===== src/rtl/aes_round_sequencer_if.sv =====
`default_nettype none
// ============================================================================
// Module   : aes_round_sequencer_if
// Brief    : Stream, key-store and round-datapath bundle of the AES sequencer.
// Revision : 1.0 - initial release
// ============================================================================
interface aes_round_sequencer_if #(
    parameter int W     = 128,
    parameter int IW    = 4,
    parameter int CNT_W = 32
);
    logic             clear;
    logic             in_valid;
    logic             in_ready;
    logic [W-1:0]     in_data;
    logic             out_valid;
    logic             out_ready;
    logic [W-1:0]     out_data;
    logic [IW-1:0]    rk_idx;
    logic [W-1:0]     rk_data;
    logic [W-1:0]     rnd_state;
    logic [W-1:0]     rnd_key;
    logic             rnd_last;
    logic [W-1:0]     rnd_result;
    logic             busy;
    logic [CNT_W-1:0] blk_count;

    // master is the sequencer; slave is the surrounding stream/key/datapath logic
    modport master (
        input  clear, in_valid, in_data, out_ready, rk_data, rnd_result,
        output in_ready, out_valid, out_data, rk_idx, rnd_state, rnd_key,
        output rnd_last, busy, blk_count
    );

    modport slave (
        output clear, in_valid, in_data, out_ready, rk_data, rnd_result,
        input  in_ready, out_valid, out_data, rk_idx, rnd_state, rnd_key,
        input  rnd_last, busy, blk_count
    );
endinterface
`default_nettype wire


===== src/rtl/aes_round_sequencer.sv =====
`default_nettype none
// ============================================================================
// Module   : aes_round_sequencer
// Brief    : Iterative AES controller time-sharing one external round datapath.
// Revision : 1.0 - initial release
// ============================================================================
module aes_round_sequencer #(
    parameter int NR    = 10,
    parameter int W     = 128,
    parameter int CNT_W = 32,
    parameter int IW    = $clog2(NR + 1)
) (
    input  wire logic             clk,
    input  wire logic             rst_n,
    aes_round_sequencer_if.master bus
);
    localparam logic [IW-1:0] c_last_rnd = IW'(NR);
    localparam logic [IW-1:0] c_one      = IW'(1);

    typedef enum logic [1:0] {
        S_IDLE  = 2'd0,
        S_ROUND = 2'd1,
        S_DONE  = 2'd2
    } state_t;

    state_t           r_state;
    logic [IW-1:0]    r_rnd;
    logic [W-1:0]     r_block;
    logic [CNT_W-1:0] r_blk_count;
    logic             r_in_ready;
    logic             r_out_valid;
    logic             r_busy;
    logic             r_rnd_last;

    always_ff @(posedge clk or negedge rst_n) begin
        if (!rst_n) begin
            r_state     <= S_IDLE;
            r_rnd       <= '0;
            r_block     <= '0;
            r_blk_count <= '0;
            r_in_ready  <= 1'b0;
            r_out_valid <= 1'b0;
            r_busy      <= 1'b0;
            r_rnd_last  <= 1'b0;
        end else if (bus.clear) begin
            // abort wins over everything, including a coincident output handshake
            r_state     <= S_IDLE;
            r_rnd       <= '0;
            r_in_ready  <= 1'b1;
            r_out_valid <= 1'b0;
            r_busy      <= 1'b0;
            r_rnd_last  <= 1'b0;
        end else begin
            case (r_state)
                S_IDLE: begin
                    r_in_ready <= 1'b1;
                    if (bus.in_valid && r_in_ready) begin
                        r_block    <= bus.in_data ^ bus.rk_data;
                        r_rnd      <= c_one;
                        r_in_ready <= 1'b0;
                        r_busy     <= 1'b1;
                        r_rnd_last <= (c_last_rnd == c_one);
                        r_state    <= S_ROUND;
                    end
                end
                S_ROUND: begin
                    r_block <= bus.rnd_result;
                    if (r_rnd == c_last_rnd) begin
                        r_rnd_last  <= 1'b0;
                        r_out_valid <= 1'b1;
                        r_state     <= S_DONE;
                    end else begin
                        r_rnd      <= r_rnd + c_one;
                        r_rnd_last <= ((r_rnd + c_one) == c_last_rnd);
                    end
                end
                S_DONE: begin
                    if (bus.out_ready) begin
                        r_blk_count <= r_blk_count + CNT_W'(1);
                        r_rnd       <= '0;
                        r_out_valid <= 1'b0;
                        r_busy      <= 1'b0;
                        r_in_ready  <= 1'b1;
                        r_state     <= S_IDLE;
                    end
                end
                default: r_state <= S_IDLE;
            endcase
        end
    end

    assign bus.in_ready  = r_in_ready;
    assign bus.out_valid = r_out_valid;
    assign bus.out_data  = r_block;
    assign bus.rk_idx    = r_rnd;
    assign bus.rnd_state = r_block;
    assign bus.rnd_key   = bus.rk_data;
    assign bus.rnd_last  = r_rnd_last;
    assign bus.busy      = r_busy;
    assign bus.blk_count = r_blk_count;
endmodule
`default_nettype wire


===== src/flat_wrapper.sv =====
// flat-port wrapper written by rule: the top's interface ports become plain ports
module aes_round_sequencer_flat 
#(
    parameter int NR    = 10,
    parameter int W     = 128,
    parameter int CNT_W = 32,
    parameter int IW    = $clog2(NR + 1)
)
  (clk, rst_n, bus_clear, bus_in_valid, bus_in_data, bus_out_ready, bus_rk_data, bus_rnd_result, bus_in_ready, bus_out_valid, bus_out_data, bus_rk_idx, bus_rnd_state, bus_rnd_key, bus_rnd_last, bus_busy, bus_blk_count);
  aes_round_sequencer_if #(.W(W), .IW(IW), .CNT_W(CNT_W)) bus_i ();
  input  wire logic clk;
  input  wire logic rst_n;
  input wire logic [$bits(bus_i.clear)-1:0] bus_clear;
  input wire logic [$bits(bus_i.in_valid)-1:0] bus_in_valid;
  input wire logic [$bits(bus_i.in_data)-1:0] bus_in_data;
  input wire logic [$bits(bus_i.out_ready)-1:0] bus_out_ready;
  input wire logic [$bits(bus_i.rk_data)-1:0] bus_rk_data;
  input wire logic [$bits(bus_i.rnd_result)-1:0] bus_rnd_result;
  output wire logic [$bits(bus_i.in_ready)-1:0] bus_in_ready;
  output wire logic [$bits(bus_i.out_valid)-1:0] bus_out_valid;
  output wire logic [$bits(bus_i.out_data)-1:0] bus_out_data;
  output wire logic [$bits(bus_i.rk_idx)-1:0] bus_rk_idx;
  output wire logic [$bits(bus_i.rnd_state)-1:0] bus_rnd_state;
  output wire logic [$bits(bus_i.rnd_key)-1:0] bus_rnd_key;
  output wire logic [$bits(bus_i.rnd_last)-1:0] bus_rnd_last;
  output wire logic [$bits(bus_i.busy)-1:0] bus_busy;
  output wire logic [$bits(bus_i.blk_count)-1:0] bus_blk_count;
  assign bus_i.clear = bus_clear;
  assign bus_i.in_valid = bus_in_valid;
  assign bus_i.in_data = bus_in_data;
  assign bus_i.out_ready = bus_out_ready;
  assign bus_i.rk_data = bus_rk_data;
  assign bus_i.rnd_result = bus_rnd_result;
  assign bus_in_ready = bus_i.in_ready;
  assign bus_out_valid = bus_i.out_valid;
  assign bus_out_data = bus_i.out_data;
  assign bus_rk_idx = bus_i.rk_idx;
  assign bus_rnd_state = bus_i.rnd_state;
  assign bus_rnd_key = bus_i.rnd_key;
  assign bus_rnd_last = bus_i.rnd_last;
  assign bus_busy = bus_i.busy;
  assign bus_blk_count = bus_i.blk_count;
  aes_round_sequencer #(.NR(NR), .W(W), .CNT_W(CNT_W), .IW(IW)) u_core (.clk(clk), .rst_n(rst_n), .bus(bus_i));
endmodule

===== config.mk =====
export PLATFORM = sky130hd
export DESIGN_NAME = aes_round_sequencer_flat
export DESIGN_NICKNAME = d
export VERILOG_FILES = /design/src/rtl/aes_round_sequencer_if.sv /design/src/rtl/aes_round_sequencer.sv /design/src/flat_wrapper.sv
export SDC_FILE = /design/constraint.sdc
export NUM_CORES = 1
export LEC_CHECK = 0
export CAP_MARGIN = 20
export CORE_AREA = 4 4 312 314
export DETAILED_ROUTE_END_ITERATION = 8
export DIE_AREA = 0 0 316 318
export SETUP_SLACK_MARGIN = 0.05
export SLEW_MARGIN = 20
export SYNTH_ARGS = -nofsm -noshare
export SYNTH_HDL_FRONTEND = slang
export SYNTH_SLANG_ARGS = --single-unit

===== constraint.sdc =====
create_clock -name clk -period 1.9 [get_ports clk]
set_input_delay 0.19 -clock clk [delete_from_list [all_inputs] [get_ports clk]]
set_output_delay 0.19 -clock clk [all_outputs]
set_load 0.02 [all_outputs]

* Yosys cells after proc, flatten, opt, wreduce, memory -nomap -nowiden *
Index checks and enable logic that the tools add are counted.

word-level totals
  flip-flop bits (word level) = 170
  bits in writable memories = 0
  ROM bits = 0
  latch bits = 0
  output and inout bits = 424
  memories = 0

operators by class
  order comparisons = 0
  bitwise logic cells = 2
  $add $sub $neg = 2
  shift-type cells = 0
  muxes and demuxes = 27
  eq/ne operators = 9
  reductions and logical operators = 15
  $mul = 0
  div/mod/pow operators = 0

operators by type and width
  kind                                           count
  one-hot mux 128 bit (2 select lines)           1
  2-to-1 mux 128 bit                             1
  bitwise XOR 128 bit                            1
  adder 32 x 1 -> 32 bit, second input constant  1
  2-to-1 mux 4 bit                               4
  AND reduction 3 bit                            5
  one-hot mux 4 bit (3 select lines)             1
  2-to-1 mux 1 bit                               11
  nonzero test 3 bit                             3
  == test 4 bit, second input constant           2
  2-to-1 mux 2 bit                               4
  one-hot mux 1 bit (2 select lines)             4
  != test 3 x 2 -> 1 bit, second input constant  2
  != test 3 bit, second input constant           2
  one-hot mux 2 bit (3 select lines)             1
  adder 4 x 1 -> 4 bit, second input constant    1
  AND reduction 2 bit                            2
  AND reduction 4 bit                            1
  nonzero test 4 bit                             1
  == test 2 x 1 -> 1 bit, second input constant  1
  == test 2 bit, second input constant           1
  logical NOT 2 bit                              1
  != test 2 x 1 -> 1 bit, second input constant  1
  nonzero test 2 bit                             1
  2 further kinds                                2

* Longest topological paths before layout *
  depth in word-level cells = 5
  depth in mapped cells = 11
  depth with buffers taken out = 6

* Worst setup path after synthesis *
No wires, ideal clock.

  kind = register to register
  start point = register u_core.r_state[0]
  end point = register u_core.r_blk_count[25] (netlist: u_core.bus.blk_count[25])
  path slack = -0.039 ns
  stages on the path, launching flop included = 9
  required time = 1.820 ns
  arrival = 1.859 ns
  path buffers = 2
  cell sequence = dfrtp_1 inv_1 ha_1 buf_4 nand3b_4 or4_1 buf_6 nor3_2 xor2_1

on the way
  word-level cells in the longest chain between the ends = 2

RTL lines
  element                        line                       text
  from (decl)                    aes_round_sequencer.sv:26  state_t r_state;
  from (signal assigned)         aes_round_sequencer.sv:37  r_state <= S_IDLE;
  from (signal assigned)         aes_round_sequencer.sv:47  r_state <= S_IDLE;
  from (signal assigned)         aes_round_sequencer.sv:63  r_state <= S_ROUND;
  == test 2 bit                  aes_round_sequencer.sv:54  case (r_state)
  AND reduction 3 bit (no line)  -
  to (signal assigned)           aes_round_sequencer.sv:79  r_blk_count <= r_blk_count + CNT_W'(1);
  to (decl)                      aes_round_sequencer.sv:29  logic [CNT_W-1:0] r_blk_count;

Every way passes these cells.
A chain may end at the register's enable or synchronous reset.

* Worst setup path in the final report *
  start point = register u_core.r_state[0]
  end point = register u_core.r_blk_count[18] (netlist: u_core.bus.blk_count[18])

Same word-level chain as after synthesis.

==> flow_summary.toml <==
[placed_design]
gp_congestion = 0.8931
port_buffers = 812
dp_cells = 3122
place_area_um2 = 19150
dpl.hpwl_um = 53160

[synthesis]
syn-cell-area_um2 = 10990
synthArstFlopShare_pct = 100.0
synth-xor-area-share_pct = 12.83
synth-seq-cells = 170
syn_avg_cell_area_um2 = 8.490
yosys.area.top_type_share_pct = 38.69
synth_top_area_cell = "dfrtp_1"
synthSimpleGateAreaFrac_pct = 14.28
yosys_warnings = 0
syn-num-nets = 1692
synth_top_family_by_area = "buffers and inverters"
synth_cells = 1295
synth-adder-area-share_pct = 0.9104
synth_flop_cell = "dfrtp_1"
netlist_top_cells_area = "dfrtp_1, buf_4, xnor2_1"
yosysMostFrequentCell = "buf_4"
synth_commonest_cells = "buf_4, dfrtp_1, nand2_1"
synth-compound-area-share_pct = 12.51
synthMuxAreaShare_pct = 0.4552
synth.distinct_cells = 43
synth_edf_count = 0
ys_seq_area_share_pct = 38.69

[floorplan]
dieHeight_um = 318
start_util_pct = 11.62
rows = 113
dieArea_um2 = 100500
die_width_um = 316
coreArea_um2 = 94590
pin_count = 813

[outcome]
status = "complete, no violations"

[power]
seqPwrFrac_pct = 26.8
power.density_nw_per_um2 = 1201
switching_share_pct = 46.03
power.static_leakage_nw = 8.322
ir_worst_vdd_mv = 0.5361
p_switching_mw = 11.13
p_clk_share_pct = 15.5
comb_power_share_pct = 57.8
p_int_mw = 13.05

[route]
wl_per_cell_um = 20.11
drtAntennaViolNets = 0
initialDrtViolationCount = 784
wirelength_um = 63900
vias = 10920
post-route-drc-count = 0
via_per_inst = 3.436
drt_pass1_iterations = 5

[finish]
layout-drive-gt1-share_pct = 9.539
nets = 2292
syn2layout_area_growth_pct = 83.04
final_cells = 3178
postLayoutCellArea_um2 = 20120

[timing]
fin_crit_sh_pct = 98.66
final.setup_skew_ps = 10.68
min_period_ps = 1875
hold_viol_final = 0
fmax_ghz = 0.5334
slew_viol_final = 0
setup_viol = 0
rsz0062_at_grt = "yes"
tightest_slew_ps = 583.1
maxSlewHeadroom_pct = 61.13

[cts]
cts_made_buffers = 17
clk_latency_ps = 500
cts_tree = "yes"
clk_pin_slew_ps = 80
cts-root-buf = "clkbuf_16"
htreeDepth = 4
cts_sinks = 170
clk_path_buf_depth = 2

[worst_hold_path]
hp-class = "input pin to async pin"

[global_route]
grt_util_all_layers_pct = 11.73
grt_pass1_wl_um = 82650
grt_pass1_vias = 10850
antenna_found_initial = 19
grt_overflow = 0
grt_max_degree = 80

[worst_setup_path]
critical_path_class = "register to register"
critPathMaxFanout = 7
arrival_ps = 2290
end_kind = "register"
cp-start-kind = "register"
required_ps = 2320

[run]
maxCapViolCount = 0
==> flip-flops by register name, indices dropped and copies added (netlist names) <==
register and flops:
u_core.bus.out_valid 1, u_core.bus.rk_idx 4, u_core.r_state 2, u_core.bus.rnd_last 1, u_core.bus.blk_count 32, u_core.bus.out_data 128
u_core.bus.busy 1, u_core.bus.in_ready 1
==> path summary, 6_finish.rpt <==
| kind | depth (start not counted) | end | from | slack, ps |
|---|---|---|---|---|
| setup reg to reg | 7 | u_core.bus.blk_count[18] | u_core.r_state[0] | 30 |
| hold / removal | 2 | u_core.bus.out_data[89] | rst_n | 280 |
| max in group asynchronous | 3 | u_core.bus.out_data[3] | rst_n | 950 |
| hold reg to reg | 1 | u_core.bus.blk_count[31] | u_core.bus.blk_count[31] | 480 |
| min in group clk | 3 | u_core.bus.out_data[101] | bus_rnd_result[101] | 330 |
| setup / recovery | 7 | u_core.bus.blk_count[18] | u_core.r_state[0] | 30 |
==> metrics by stage <==
| stage | hold WS (ps) | setup WS (ps) | total power, mW | TNS [ps] | util, % |
|---|---|---|---|---|---|
| after floorplan | -105.6 | 24.58 | 13.58 | 0 | - |
| after global placement | 234.4 | -94.49 | 20.52 | -621.8 | 20.25 |
| after detailed placement | 235.7 | -110.9 | 20.63 | -927.0 | 20.25 |
| after CTS | 243.1 | 12.01 | 24.10 | 0 | 20.78 |
| after global routing | 293.0 | -72.07 | 25.60 | -364.0 | 21.27 |
| final | 281.6 | 25.39 | 24.18 | 0 | 21.28 |
==> placed cells by master (no fill, tap or decap), types with 3 or more instances in the layout <==
cell	n
o21ai_0	78
nand3b_1	3
inv_8	3
buf_4	70
clkinvlp_4	3
nand3_1	7
a21oi_1	134
dfrtp_1	168
buf_16	3
nor2_1	140
o21ai_1	52
nor4_1	3
dlymetal6s2s_1	9
xor2_1	21
nand4_1	5
nand2_4	4
nand2_2	19
and4_1	6
ha_1	5
nor3_2	13
diode_2	5
xnor2_1	140
clkdlybuf4s50_1	704
buf_12	8
inv_1	9
dlygate4sd2_1	90
nand2_1	128
inv_6	3
clkbuf_16	24
buf_6	6
mux2i_1	5
==> layer usage <==
metal	track usage, %	up-vias	wire length, um
met3	3.946	54	5642
met5	1.015	-	45
met2	18.29	550	28600
met4	4.073	6	1346
li1	-	5191	-
met1	14.99	5118	28270
==> power by group through the flow <==
| stage | Combinational [mW] | Sequential, mW | Clock [mW] |
|---|---|---|---|
| floorplan | 6.08 | 7.50 | 0 |
| global placement | 14.0 | 6.47 | 0 |
| detailed placement | 14.1 | 6.52 | 0 |
| CTS | 13.7 | 6.44 | 3.94 |
| global route | 14.9 | 6.66 | 4.08 |
| finish | 14.0 | 6.48 | 3.74 |
==> worst max-delay path, cell delays in order, from the launching register on <==
cell      delay [ps]
dfrtp_1          390
inv_2             90
ha_2             220
nand3b_4         110
or4_4            500
buf_4            170
nor3_2           160
xor2_1           160
==> area by class of cell <==
type | count | area, um2
timing repair buffer | 899 | 8982
multi-input combinational | 796 | 4651
tap | 1265 | 1583
fill | 10420 | 74460
clock buffer | 18 | 439.2
clock inverter | 14 | 158.9
sequential | 170 | 4257
antenna | 5 | 12.51
inverter | 11 | 41.29
==> logic make-up (layout without fill, tap and decap cells) <==
| kind of cell | Yosys count | in the layout |
|---|---|---|
| flip-flops | 170 | 170 |
| AND/OR/NAND/NOR | 351 | 351 |
| AO/OA/AOI/OAI | 271 | 271 |
| other | 0 | 5 |
| adder cells (fa/ha/maj) | 8 | 8 |
| buffers and inverters | 329 | 942 |
| XOR/XNOR | 161 | 161 |
| multiplexers | 5 | 5 |
==> timing repair <==
action | 4_1_cts | 5_1_grt
pin swaps | 0 | 22
buffers inserted | 0 | 10
hold buffers | 1 | 0
gates resized for setup | 93 | 103
cloned | 0 | 8
hold endpoints to repair | 48 | 0
setup endpoints to repair | 157 | 90
Power figures use the tool's default switching activity.
